<file path="src/rtl/riscv_lsu_pkg.sv">
// Shared types and constants for the memory-stage load/store unit and its
// peripheral handshake engine.
package riscv_lsu_pkg;

    typedef enum logic [1:0] {
        ST_IDLE = 2'd0,
        ST_REQ  = 2'd1,
        ST_WAIT = 2'd2,
        ST_DONE = 2'd3
    } periph_state_e;

    // case_sel = {lr valid, sc valid, amo}
    localparam logic [2:0] SEL_NORMAL = 3'b000;
    localparam logic [2:0] SEL_AMO    = 3'b001;
    localparam logic [2:0] SEL_SC     = 3'b010;
    localparam logic [2:0] SEL_LR     = 3'b100;

    // Slice k (bits [64*k +: 64]) belongs to channel k.
    localparam logic [255:0] DEF_PERIPH_BASE = {
        64'h0000_0000_0000_0000,
        64'h0000_0000_0200_BFF8,
        64'h0000_0000_0200_4000,
        64'h0000_0000_1000_0000
    };
    localparam logic [255:0] DEF_PERIPH_MASK = {4{64'hFFFF_FFFF_FFFF_FFF8}};

endpackage

</file>
<file path="src/rtl/riscv_lsu_periph_fsm.sv">
// Peripheral request engine: valid/ready handshake with timeout, request
// payload registers and captured read data.
module riscv_lsu_periph_fsm
    import riscv_lsu_pkg::*;
#(
    parameter int XLEN       = 64,
    parameter int NUM_PERIPH = 4,
    parameter int TIMEOUT    = 16,
    parameter int SEL_W      = 2
) (
    input  logic                       i_riscv_lsu_clk,
    input  logic                       i_riscv_lsu_rst,
    input  logic                       globstall,
    input  logic                       launch,
    input  logic                       launch_we,
    input  logic [SEL_W-1:0]           launch_sel,
    input  logic [XLEN-1:0]            launch_addr,
    input  logic [XLEN-1:0]            launch_wdata,
    input  logic [NUM_PERIPH-1:0]      periph_ready,
    input  logic [NUM_PERIPH*XLEN-1:0] periph_rdata_in,
    output logic [NUM_PERIPH-1:0]      periph_valid,
    output logic                       periph_we,
    output logic [XLEN-1:0]            periph_addr,
    output logic [XLEN-1:0]            periph_wdata,
    output logic [XLEN-1:0]            periph_rdata,
    output logic                       timeout_fault,
    output logic                       busy,
    output periph_state_e              state_dbg
);

    localparam int CW = $clog2(TIMEOUT);

    periph_state_e    state, state_n;
    logic [CW-1:0]    cnt;
    logic [SEL_W-1:0] sel_q;
    logic             sel_ready;
    logic             expired;

    // Valid/ready: valid[k] rises the cycle after launch and stays up until
    // ready[k] is seen, the timeout expires, or reset; other channels' ready
    // is ignored.
    assign sel_ready = periph_ready[sel_q];
    assign expired   = (cnt == CW'(TIMEOUT - 1));
    assign busy      = (state == ST_REQ) || (state == ST_WAIT);
    assign state_dbg = state;

    always_comb begin
        periph_valid = '0;
        for (int k = 0; k < NUM_PERIPH; k++) begin
            periph_valid[k] = busy && (sel_q == SEL_W'(k));
        end
    end

    always_comb begin
        state_n = state;
        case (state)
            ST_IDLE: if (launch) state_n = ST_REQ;
            ST_REQ:  state_n = sel_ready ? ST_DONE : ST_WAIT;
            ST_WAIT: if (sel_ready || expired) state_n = ST_DONE;
            ST_DONE: if (!globstall) state_n = ST_IDLE;
            default: state_n = ST_IDLE;
        endcase
    end

    always_ff @(posedge i_riscv_lsu_clk or posedge i_riscv_lsu_rst) begin
        if (i_riscv_lsu_rst) state <= ST_IDLE;
        else                 state <= state_n;
    end

    always_ff @(posedge i_riscv_lsu_clk or posedge i_riscv_lsu_rst) begin
        if (i_riscv_lsu_rst) begin
            cnt           <= '0;
            sel_q         <= '0;
            periph_we     <= 1'b0;
            periph_addr   <= '0;
            periph_wdata  <= '0;
            periph_rdata  <= '0;
            timeout_fault <= 1'b0;
        end else begin
            case (state)
                ST_IDLE: begin
                    if (launch) begin
                        cnt           <= '0;
                        sel_q         <= launch_sel;
                        periph_we     <= launch_we;
                        periph_addr   <= launch_addr;
                        periph_wdata  <= launch_wdata;
                        timeout_fault <= 1'b0;
                    end
                end
                ST_REQ, ST_WAIT: begin
                    if (sel_ready) begin
                        periph_rdata <= periph_rdata_in[sel_q*XLEN +: XLEN];
                    end else if (state == ST_WAIT && expired) begin
                        periph_rdata  <= '0;
                        timeout_fault <= 1'b1;
                    end else if (cnt != {CW{1'b1}}) begin
                        cnt <= cnt + 1'b1;
                    end
                end
                ST_DONE: begin
                    if (!globstall) timeout_fault <= 1'b0;
                end
                default: ;
            endcase
        end
    end

endmodule

</file>
<file path="src/rtl/riscv_lsu_mmio.sv">
// Memory-stage LSU: address decode between dcache and MMIO channels, LR/SC
// reservation tracking, and the stall/fault glue around the peripheral engine.
module riscv_lsu_mmio
    import riscv_lsu_pkg::*;
#(
    parameter int                          XLEN        = 64,
    parameter int                          NUM_PERIPH  = 4,
    parameter logic [NUM_PERIPH*XLEN-1:0]  PERIPH_BASE = DEF_PERIPH_BASE,
    parameter logic [NUM_PERIPH*XLEN-1:0]  PERIPH_MASK = DEF_PERIPH_MASK,
    parameter int                          RSV_G       = 3,
    parameter int                          TIMEOUT     = 16
) (
    input  logic                       i_riscv_lsu_clk,
    input  logic                       i_riscv_lsu_rst,
    input  logic                       i_riscv_lsu_globstall,
    input  logic [XLEN-1:0]            i_riscv_lsu_address,
    input  logic [XLEN-1:0]            i_riscv_lsu_alu_result,
    input  logic [XLEN-1:0]            i_riscv_lsu_wdata,
    input  logic [1:0]                 i_riscv_lsu_lr,
    input  logic [1:0]                 i_riscv_lsu_sc,
    input  logic                       i_riscv_lsu_amo,
    input  logic                       i_riscv_lsu_dcache_wren,
    input  logic                       i_riscv_lsu_dcache_rden,
    input  logic                       i_riscv_lsu_goto_trap,
    input  logic [1:0]                 i_riscv_lsu_return_trap,
    output logic                       o_riscv_lsu_dcache_wren,
    output logic                       o_riscv_lsu_dcache_rden,
    output logic [XLEN-1:0]            o_riscv_lsu_phy_address,
    output logic [XLEN-1:0]            o_riscv_lsu_sc_rdvalue,
    output logic [NUM_PERIPH-1:0]      o_riscv_lsu_periph_valid,
    output logic                       o_riscv_lsu_periph_we,
    output logic [XLEN-1:0]            o_riscv_lsu_periph_addr,
    output logic [XLEN-1:0]            o_riscv_lsu_periph_wdata,
    input  logic [NUM_PERIPH-1:0]      i_riscv_lsu_periph_ready,
    input  logic [NUM_PERIPH*XLEN-1:0] i_riscv_lsu_periph_rdata,
    output logic [XLEN-1:0]            o_riscv_lsu_periph_rdata,
    output logic                       o_riscv_lsu_stall,
    output logic                       o_riscv_lsu_access_fault
);

    localparam int SEL_W = (NUM_PERIPH > 1) ? $clog2(NUM_PERIPH) : 1;
    localparam int GW    = XLEN - RSV_G;

    logic [2:0]            case_sel;
    logic                  trap;
    logic                  atomic_op;
    logic [NUM_PERIPH-1:0] hit_vec;
    logic                  hit;
    logic [SEL_W-1:0]      hit_sel;
    logic                  sc_success;
    logic                  launch;
    logic                  atomic_fault;
    logic                  busy;
    logic                  timeout_fault;
    periph_state_e         fsm_state;

    logic                  rsv_valid;
    logic [GW-1:0]         rsv_granule;
    logic                  rsv_dw;

    assign case_sel  = {i_riscv_lsu_lr[1], i_riscv_lsu_sc[1], i_riscv_lsu_amo};
    assign trap      = i_riscv_lsu_goto_trap || (|i_riscv_lsu_return_trap);
    assign atomic_op = i_riscv_lsu_lr[1] || i_riscv_lsu_sc[1] || i_riscv_lsu_amo;

    always_comb begin
        hit_vec = '0;
        for (int k = 0; k < NUM_PERIPH; k++) begin
            hit_vec[k] = (i_riscv_lsu_dcache_rden || i_riscv_lsu_dcache_wren) &&
                         ((i_riscv_lsu_alu_result & PERIPH_MASK[k*XLEN +: XLEN])
                          == PERIPH_BASE[k*XLEN +: XLEN]);
        end
    end

    // Descending scan so the lowest matching channel is the one left standing.
    always_comb begin
        hit_sel = '0;
        for (int k = NUM_PERIPH - 1; k >= 0; k--) begin
            if (hit_vec[k]) hit_sel = SEL_W'(k);
        end
    end

    assign hit = |hit_vec;

    assign sc_success = i_riscv_lsu_sc[1] && rsv_valid && !trap &&
                        (i_riscv_lsu_address[XLEN-1:RSV_G] == rsv_granule) &&
                        (rsv_dw == i_riscv_lsu_sc[0]);

    always_comb begin
        o_riscv_lsu_dcache_rden = 1'b0;
        o_riscv_lsu_dcache_wren = 1'b0;
        case (case_sel)
            SEL_NORMAL, SEL_AMO: begin
                o_riscv_lsu_dcache_rden = i_riscv_lsu_dcache_rden;
                o_riscv_lsu_dcache_wren = i_riscv_lsu_dcache_wren;
            end
            SEL_LR: o_riscv_lsu_dcache_rden = 1'b1;
            SEL_SC: o_riscv_lsu_dcache_wren = sc_success;
            default: ;
        endcase
        if (trap || hit) begin
            o_riscv_lsu_dcache_rden = 1'b0;
            o_riscv_lsu_dcache_wren = 1'b0;
        end
    end

    always_comb begin
        o_riscv_lsu_phy_address = atomic_op ? i_riscv_lsu_address : i_riscv_lsu_alu_result;
        if (hit) o_riscv_lsu_phy_address = '0;
    end

    assign o_riscv_lsu_sc_rdvalue = {{(XLEN-1){1'b0}}, i_riscv_lsu_sc[1] && !sc_success};

    // LR sets first; any clearing event the same cycle loses to it.
    always_ff @(posedge i_riscv_lsu_clk or posedge i_riscv_lsu_rst) begin
        if (i_riscv_lsu_rst) begin
            rsv_valid   <= 1'b0;
            rsv_granule <= '0;
            rsv_dw      <= 1'b0;
        end else if (!i_riscv_lsu_globstall) begin
            if (i_riscv_lsu_lr[1]) begin
                rsv_valid   <= 1'b1;
                rsv_granule <= i_riscv_lsu_address[XLEN-1:RSV_G];
                rsv_dw      <= i_riscv_lsu_lr[0];
            end else if (i_riscv_lsu_sc[1] || i_riscv_lsu_goto_trap ||
                         (case_sel == SEL_NORMAL && i_riscv_lsu_dcache_wren &&
                          i_riscv_lsu_alu_result[XLEN-1:RSV_G] == rsv_granule)) begin
                rsv_valid <= 1'b0;
            end
        end
    end

    assign atomic_fault = (fsm_state == ST_IDLE) && hit && !trap && atomic_op;
    assign launch       = (fsm_state == ST_IDLE) && hit && !trap && !atomic_op &&
                          !i_riscv_lsu_globstall;

    assign o_riscv_lsu_stall        = launch || busy;
    assign o_riscv_lsu_access_fault = atomic_fault || timeout_fault;

    riscv_lsu_periph_fsm #(
        .XLEN       (XLEN),
        .NUM_PERIPH (NUM_PERIPH),
        .TIMEOUT    (TIMEOUT),
        .SEL_W      (SEL_W)
    ) u_periph_fsm (
        .i_riscv_lsu_clk (i_riscv_lsu_clk),
        .i_riscv_lsu_rst (i_riscv_lsu_rst),
        .globstall       (i_riscv_lsu_globstall),
        .launch          (launch),
        .launch_we       (i_riscv_lsu_dcache_wren),
        .launch_sel      (hit_sel),
        .launch_addr     (i_riscv_lsu_alu_result),
        .launch_wdata    (i_riscv_lsu_wdata),
        .periph_ready    (i_riscv_lsu_periph_ready),
        .periph_rdata_in (i_riscv_lsu_periph_rdata),
        .periph_valid    (o_riscv_lsu_periph_valid),
        .periph_we       (o_riscv_lsu_periph_we),
        .periph_addr     (o_riscv_lsu_periph_addr),
        .periph_wdata    (o_riscv_lsu_periph_wdata),
        .periph_rdata    (o_riscv_lsu_periph_rdata),
        .timeout_fault   (timeout_fault),
        .busy            (busy),
        .state_dbg       (fsm_state)
    );

endmodule

</file>
<file path="config.mk">
export PLATFORM = sky130hd
export DESIGN_NAME = riscv_lsu_mmio
export DESIGN_NICKNAME = d
export VERILOG_FILES = /design/src/rtl/riscv_lsu_pkg.sv /design/src/rtl/riscv_lsu_periph_fsm.sv /design/src/rtl/riscv_lsu_mmio.sv
export SDC_FILE = /design/constraint.sdc
export NUM_CORES = 1
export LEC_CHECK = 0
export ABC_AREA = 1
export BUFFER_PORTS_ARGS = -buffer_cell sky130_fd_sc_hd__buf_2
export CORE_AREA = 10 10 298 300
export DETAILED_ROUTE_END_ITERATION = 6
export DIE_AREA = 0 0 308 310
export SETUP_SLACK_MARGIN = 0.1
export SYNTH_ARGS = -nofsm -noshare
export SYNTH_HDL_FRONTEND = slang
export SYNTH_SLANG_ARGS = --single-unit
export TNS_END_PERCENT = 5
</file>
<file path="constraint.sdc">
create_clock -name i_riscv_lsu_clk -period 16.9 [get_ports i_riscv_lsu_clk]
set_clock_uncertainty 0.15 [all_clocks]
set_input_delay 2.535 -clock i_riscv_lsu_clk [delete_from_list [all_inputs] [get_ports i_riscv_lsu_clk]]
set_output_delay 2.535 -clock i_riscv_lsu_clk [all_outputs]
set_load 0.005 [all_outputs]
</file>
==> results of run 1 <==
[flip-flops by register name, summed over array words and instances (netlist names)]
name,flops
u_periph_fsm.timeout_fault,1
rsv_valid,1
u_periph_fsm.periph_rdata,64
u_periph_fsm.periph_addr,64
u_periph_fsm.state_dbg,2
u_periph_fsm.sel_q,2
u_periph_fsm.periph_we,1
u_periph_fsm.periph_wdata,64
rsv_dw,1
u_periph_fsm.cnt,4
rsv_granule,61
[logic make-up (layout without fill, tap and decap cells)]
kind of cell	Yosys count	in the layout
xor+xnor	41	41
mux	21	21
flops	265	265
compound gates	461	461
fa+ha+maj	6	6
simple gates	688	688
buf+inv	399	1037
other cells	1	67
[report_power, final]
group / internal (mW) / total, mW / switching (mW)
logic: 0.222 / 0.562 / 0.340
clock network: 0.462 / 0.779 / 0.317
registers: 0.737 / 0.809 / 0.0728
[worst max-delay path, cell delays in order]
cell and delay (ns):
buf_2 0.15, or2_1 0.24, nor2_1 0.22, nand2_1 0.10, nor2_2 0.22, nand3_1 0.14, nand2_1 0.10, inv_2 0.04
nand2_2 0.08, buf_4 0.60, a31o_2 0.27, buf_2 0.11
[cell usage in the layout (no fill, tap or decap), drive strengths merged]
cell type,count
a211oi,2
a221oi,63
o22ai,30
bufinv,3
inv,235
o2111ai,7
nand2,455
nand3,87
diode,4
clkbuf,43
nor3,3
mux2,21
o21a,1
conb,63
o21ai,205
a21oi,83
clkinv,9
a31o,2
and2,1
buf,745
clkinvlp,2
or2,3
xnor2,35
nand4,19
ha,6
o211ai,3
dfrtp,265
nor2,120
xor2,6
a22o,65
[per-stage QoR]
step	hold slack (ns)	power [mW]	setup slack, ns	instance area, um^2
after CTS	0.315	2.19	9.37	20400
final	0.311	2.15	9.30	20400
after global routing	0.323	2.28	9.13	20400
after floorplan	0.291	1.10	6.92	15000
after global placement	0.293	1.38	9.37	19200
after detailed placement	0.299	1.39	9.37	19200
[layer usage]
metal	vias to the layer above	part of all wire, %	routed length, um
met3	103	10	7680
met2	759	44	33600
met5	-	0.14	104
met4	16	2.0	1550
met1	7416	43	33000
li1	7467	-	-
[layout make-up]
cell class	instances	area (um^2)	area share, %
clock inverters	18	200	0.981
well taps	1080	1350	6.62
clock buffers	43	978	4.79
flip-flops and latches	265	6630	32.5
inverters	231	875	4.29
diodes	4	10.0	0.0490
multi-input cells	1280	6580	32.3
repair buffers	745	3780	18.5
[final timing paths]
path / end / cells past startpoint / startpoint
min in group asynchronous: u_periph_fsm.periph_wdata[20]$_DFFE_PP0P_ / 2 / i_riscv_lsu_rst
setup / recovery: o_riscv_lsu_access_fault / 12 / i_riscv_lsu_alu_result[41]
hold / removal: u_periph_fsm.periph_addr[53]$_DFFE_PP0P_ / 2 / u_periph_fsm.periph_addr[53]$_DFFE_PP0P_
hold reg to reg: u_periph_fsm.periph_addr[53]$_DFFE_PP0P_ / 2 / u_periph_fsm.periph_addr[53]$_DFFE_PP0P_
max in group asynchronous: u_periph_fsm.periph_rdata[36]$_DFFE_PP0P_ / 3 / i_riscv_lsu_rst
setup reg to reg: u_periph_fsm.periph_rdata[56]$_DFFE_PP0P_ / 11 / u_periph_fsm.sel_q[0]$_DFFE_PP0P_
==> summary.txt, run 1 <==
Worst Path Required -> 14.22 ns
Clock transition at path regs -> 0.06 ns
simple-gate area share of the yosys netlist -> 18.7%
hold bufs inserted after CTS -> 0
f_max -> 0.132 GHz
Synth Warn # -> 0
Post CTS Setup Buffer Count -> 0
Least-Margin Pin Slew -> 0.855 ns
Filler Cell Count -> 9177
Seq/Total Area, Yosys -> 44.9%
met3 Usage GRT -> 5.08%
ratio of cells with drive above 1 in the final layout -> 33.8%
Vias/cell -> 4.30
Core Util, Final -> 24.6%
top-count cell post-synth -> nand2_1
RD Place Congestion -> 0.904
nets -> 3029
Fin. Hold Viols -> 0
Synth Area in Compound Gates -> 19.5%
WL final -> 76.0 mm
Setup TNS Final -> 0 ns
clock sinks -> 265
Relative slew margins -> 43.0%
hpwl dp -> 61.9 mm
Longest Clk Path Bufs -> 3
Worst IR Drop VDD -> 0.0610 mV
CP max FO -> 65
minimum clock period -> 7.60 ns
CP startpoint kind -> primary input
Setup CP Type -> in2out
drt first pass iters -> 5
synthesized-area fraction occupied by adder cells -> 0.509%
count of cell types in the netlist -> 35
post-synth top area share -> 44.9%
initial DRC count -> 1343
Mapped Cells -> 1882
DP Cell Count -> 3601
part of the cycle the worst path needs -> 45.0%
gr usage total -> 14.7%
PostCTS Resize Cnt -> 0
largest family of logic cells by synthesized area -> compound AO/OA/AOI/OAI gates
Core Region -> 82900 um^2
IO buf count -> 730
Area contributors post-synth -> dfrtp_1, nand2_1, inv_1, o21ai_0, a22o_1
first-pass GRT wire length -> 105 mm
IO Pins -> 794
pin count of the biggest net entering global routing -> 122
Reg2Reg Setup Slack -> 13.37 ns
Final Setup Violations -> 0
Starting Density -> 17.8%
Worst-Skew Late Latency -> 0.55 ns
Final Max Tran Viols -> 0
total CTS buffers -> 35
CP endpoint kind -> output port
maxcap violations -> 0
initial antenna violation count -> 20
number of global-route vias before repair -> 15300
Pwr per Cell Area -> 105 nW/um^2
top cells by count, synth -> nand2_1, dfrtp_1, inv_1
status -> complete, no violations
cell taking the most area after synthesis -> dfrtp_1
Hold Path Class -> reg2reg
Area Overhead vs Synth -> 38.3%
Avg Cell Area, Syn -> 7.84 um^2
RSZ-0062 raised after global routing -> no
mux contribution to synthesized area -> 1.60%
Die W -> 308 um
die area -> 95500 um^2
ys async rst share -> 100%
Leakage -> 11.1 nW
non-filler cells, final -> 3666
Synth Register Bits -> 265
Post-DRT Antenna Nets -> 0
leading register cell type out of synthesis -> dfrtp_1
total grt overflow -> 0
EDFF count, synth -> 0
Synth Area in XOR/XNOR -> 2.43%
met2 usage -> 22.5%
Rows -> 106
WL per Instance -> 20.7 um
clock root cell -> clkbuf_16
H-tree Lvls -> 2
die height -> 310 um
drt drc -> 0
routing usage on met1 -> 19.6%
Vias -> 15800
Post-Syn Area -> 14800 um^2
GRT busiest layer -> met2
arrival time of the worst setup path -> 4.91 ns
CTS tree -> built
(Power assumes the default switching activity.)
==> inputs of run 2 (changes only) <==
CORE_AREA = 10 10 299 301   (was 10 10 298 300)
DIE_AREA = 0 0 309 311   (was 0 0 308 310)
clock period = 7 ns   (was 16.9 ns; I/O delays follow)
==> summary.txt, run 2 (synthesis results as in run 1) <==
commonest cells after routing, fill and taps aside -> buf_2, nand2_1, dfrtp_1
die height -> 311 um (+0.32%)
Leakage -> 11.1 nW (-0.25%)
part of the cycle the worst path needs -> 71.4%
first-pass GRT wire length -> 110 mm (+5.0%)
top flop regs -> u_periph_fsm.periph_addr: 64 flops, u_periph_fsm.periph_rdata: 64 flops, u_periph_fsm.periph_wdata: 64 flops
clock root cell -> clkbuf_16
switching pwr -> 1.78 mW (+140%)
Pint -> 3.36 mW (+140%)
PostCTS Resize Cnt -> 0 (unchanged)
f_max -> 0.200 GHz
WL final -> 79.0 mm (+4.0%)
post-route setup slack -> 2.00 ns (-7.30 ns)
Critical Path Sink -> o_riscv_lsu_stall
RD Place Congestion -> 0.923 (+2.2%)
CTS tree -> built
Place WS -> 1.97 ns (-7.40 ns)
Sequential Power Share -> 38.0% (+0.4 points)
Post-DRT Antenna Nets -> 0 (unchanged)
Starting Density -> 17.7% (-0.085 points)
minimum clock period -> 5.00 ns
Setup TNS Final -> 0 ns (unchanged)
Crit Reg-Reg Startpoint -> u_periph_fsm.sel_q[1]$_DFFE_PP0P_
Core Region -> 83300 um^2 (+0.48%)
total CTS buffers -> 35 (unchanged)
Die W -> 309 um (+0.32%)
worst setup path start -> i_riscv_lsu_alu_result[9]
crit path max-delay cell type -> nand2_2
status -> complete, no violations
Worst Path Required -> 5.80 ns (-8.42 ns)
total grt overflow -> 0 (unchanged)
hold bufs inserted after CTS -> 0 (unchanged)
Least-Margin Pin Slew -> 1.08 ns (+0.227 ns)
clock share of power -> 35.0% (-1.2 points)
CP cell instances -> buf_2 -> nor2_1 -> nand2_1 -> nor2_1 -> inv_1 -> nor2_1 -> nand3_1 -> nand2_1 -> inv_2 -> nand2_2 -> nand3_4 -> nand2_1 -> buf_2
Area Overhead vs Synth -> 38.0%
Fin. Hold Viols -> 0 (unchanged)
Setup CP Type -> in2out
drt first pass iters -> 5 (unchanged)
drt drc -> 0 (unchanged)
worst path bufs/invs -> 4 (unchanged)
RR Endpoint -> u_periph_fsm.periph_rdata[59]$_DFFE_PP0P_
arrival time of the worst setup path -> 3.80 ns (-1.11 ns)
IO buf count -> 730 (unchanged)
die area -> 96100 um^2 (+0.65%)
nets -> 3031 (+0.066%)
Longest Clk Path Bufs -> 3 (unchanged)
Relative slew margins -> 27.6% (-15 points)
Rows -> 106 (unchanged)
Worst-Skew Late Latency -> 0.57 ns (+0.02 ns)
largest stage delay on the critical path -> 0.77 ns (+0.17 ns)
WL per Instance -> 21.6 um (+4.1%)
clock sinks -> 265 (unchanged)
CP top delay family -> simple AND/OR/NAND/NOR gates
R2R cell count -> 11 (unchanged)
pin count of the biggest net entering global routing -> 131 (+7.4%)
number of global-route vias before repair -> 15500 (+1.4%)
Reg2Reg Setup Slack -> 3.59 ns (-9.78 ns)
IO Pins -> 794 (unchanged)
initial antenna violation count -> 6 (-70%)
Vias/cell -> 4.31 (+0.23%)
hpwl dp -> 64.7 mm (+4.6%)
Comb pwr share -> 26.9% (+0.7 points)
gr usage total -> 15.4% (+0.68 points)
maxcap violations -> 0 (unchanged)
Sw Ratio -> 34.6% (+0.68 points)
Vias -> 15800 (+0.15%)
H-tree Lvls -> 2 (unchanged)
Hold Path Class -> reg2reg
CP max FO -> 38 (-42%)
Worst IR Drop VDD -> 0.142 mV (+130%)
ratio of cells with drive above 1 in the final layout -> 33.7% (-0.10 points)
Pwr per Cell Area -> 252 nW/um^2 (+140%)
commonest non-fill, non-tap cell in the layout -> buf_2
Clock transition at path regs -> 0.05 ns (about the same)
initial DRC count -> 1521 (+13%)
Final Setup Violations -> 0 (unchanged)
Post CTS Setup Buffer Count -> 0 (unchanged)
RSZ-0062 raised after global routing -> no
CP endpoint kind -> output port
Core Util, Final -> 24.5% (-0.17 points)
Final Max Tran Viols -> 0 (unchanged)
WP depth -> 13 (+1)
CP startpoint kind -> primary input
Filler Cell Count -> 9287 (+1.2%)
run 2: power by group through the flow:
stage | Combinational [mW] | Sequential (mW) | Clock (mW)
after floorplan | 0.693 | 1.96 | 0
after global placement | 1.40 | 1.96 | 0
after detailed placement | 1.40 | 1.98 | 0
after CTS | 1.41 | 1.95 | 1.87
after global routing | 1.55 | 1.98 | 1.92
final | 1.38 | 1.95 | 1.80
run 2: cell type report:
class	instances	area, um^2	area share (%)
Tap cell	1080	1350	6.63
Clock buffer	44	950	4.66
Antenna cell	2	5.00	0.0246
Inverter	231	871	4.28
Sequential cell	265	6630	32.6
Timing Repair Buffer	747	3810	18.7
Clock inverter	14	170	0.835
Multi-Input combinational cell	1280	6580	32.3
run 2: how the worst min path moves through the flow:
stage | startpoint | end | cells after the start
floorplan | rsv_valid$_DFFE_PP0P_ | rsv_valid$_DFFE_PP0P_ | 2
global placement | u_periph_fsm.periph_addr[56]$_DFFE_PP0P_ | u_periph_fsm.periph_addr[56]$_DFFE_PP0P_ | 2
detailed placement | u_periph_fsm.periph_addr[59]$_DFFE_PP0P_ | u_periph_fsm.periph_addr[59]$_DFFE_PP0P_ | 2
CTS | i_riscv_lsu_rst | u_periph_fsm.periph_wdata[35]$_DFFE_PP0P_ | 2
global route | i_riscv_lsu_rst | u_periph_fsm.periph_wdata[35]$_DFFE_PP0P_ | 2
finish | u_periph_fsm.periph_addr[59]$_DFFE_PP0P_ | u_periph_fsm.periph_addr[59]$_DFFE_PP0P_ | 2
run 2: routing by layer:
| metal | vias to the layer above | routed length [um] | track usage [%] |
|---|---|---|---|
| met5 | - | 38 | 0 |
| met4 | 6 | 1320 | 3.12 |
| li1 | 7468 | - | - |
| met3 | 77 | 7230 | 4.25 |
| met2 | 724 | 35300 | 24.3 |
| met1 | 7509 | 35100 | 20.7 |
run 2: tightest hold or removal path: cells and delay by family, from the launching register on:
kind	cells	cell delay, ns
AND/OR/NAND/NOR	1	0.05
buffers and inverters	1	0.04
flip-flops	1	0.33
run 2: per-stage QoR:
step                instances  power (mW)  hold slack, ns  area (um^2)
floorplan                1944        2.65           0.291        15000
global placement         3603        3.36           0.294        19200
detailed placement       3603        3.38           0.296        19200
CTS                      3661        5.23           0.299        20400
global route             3661        5.46           0.335        20400
finish                   3663        5.14           0.307        20400
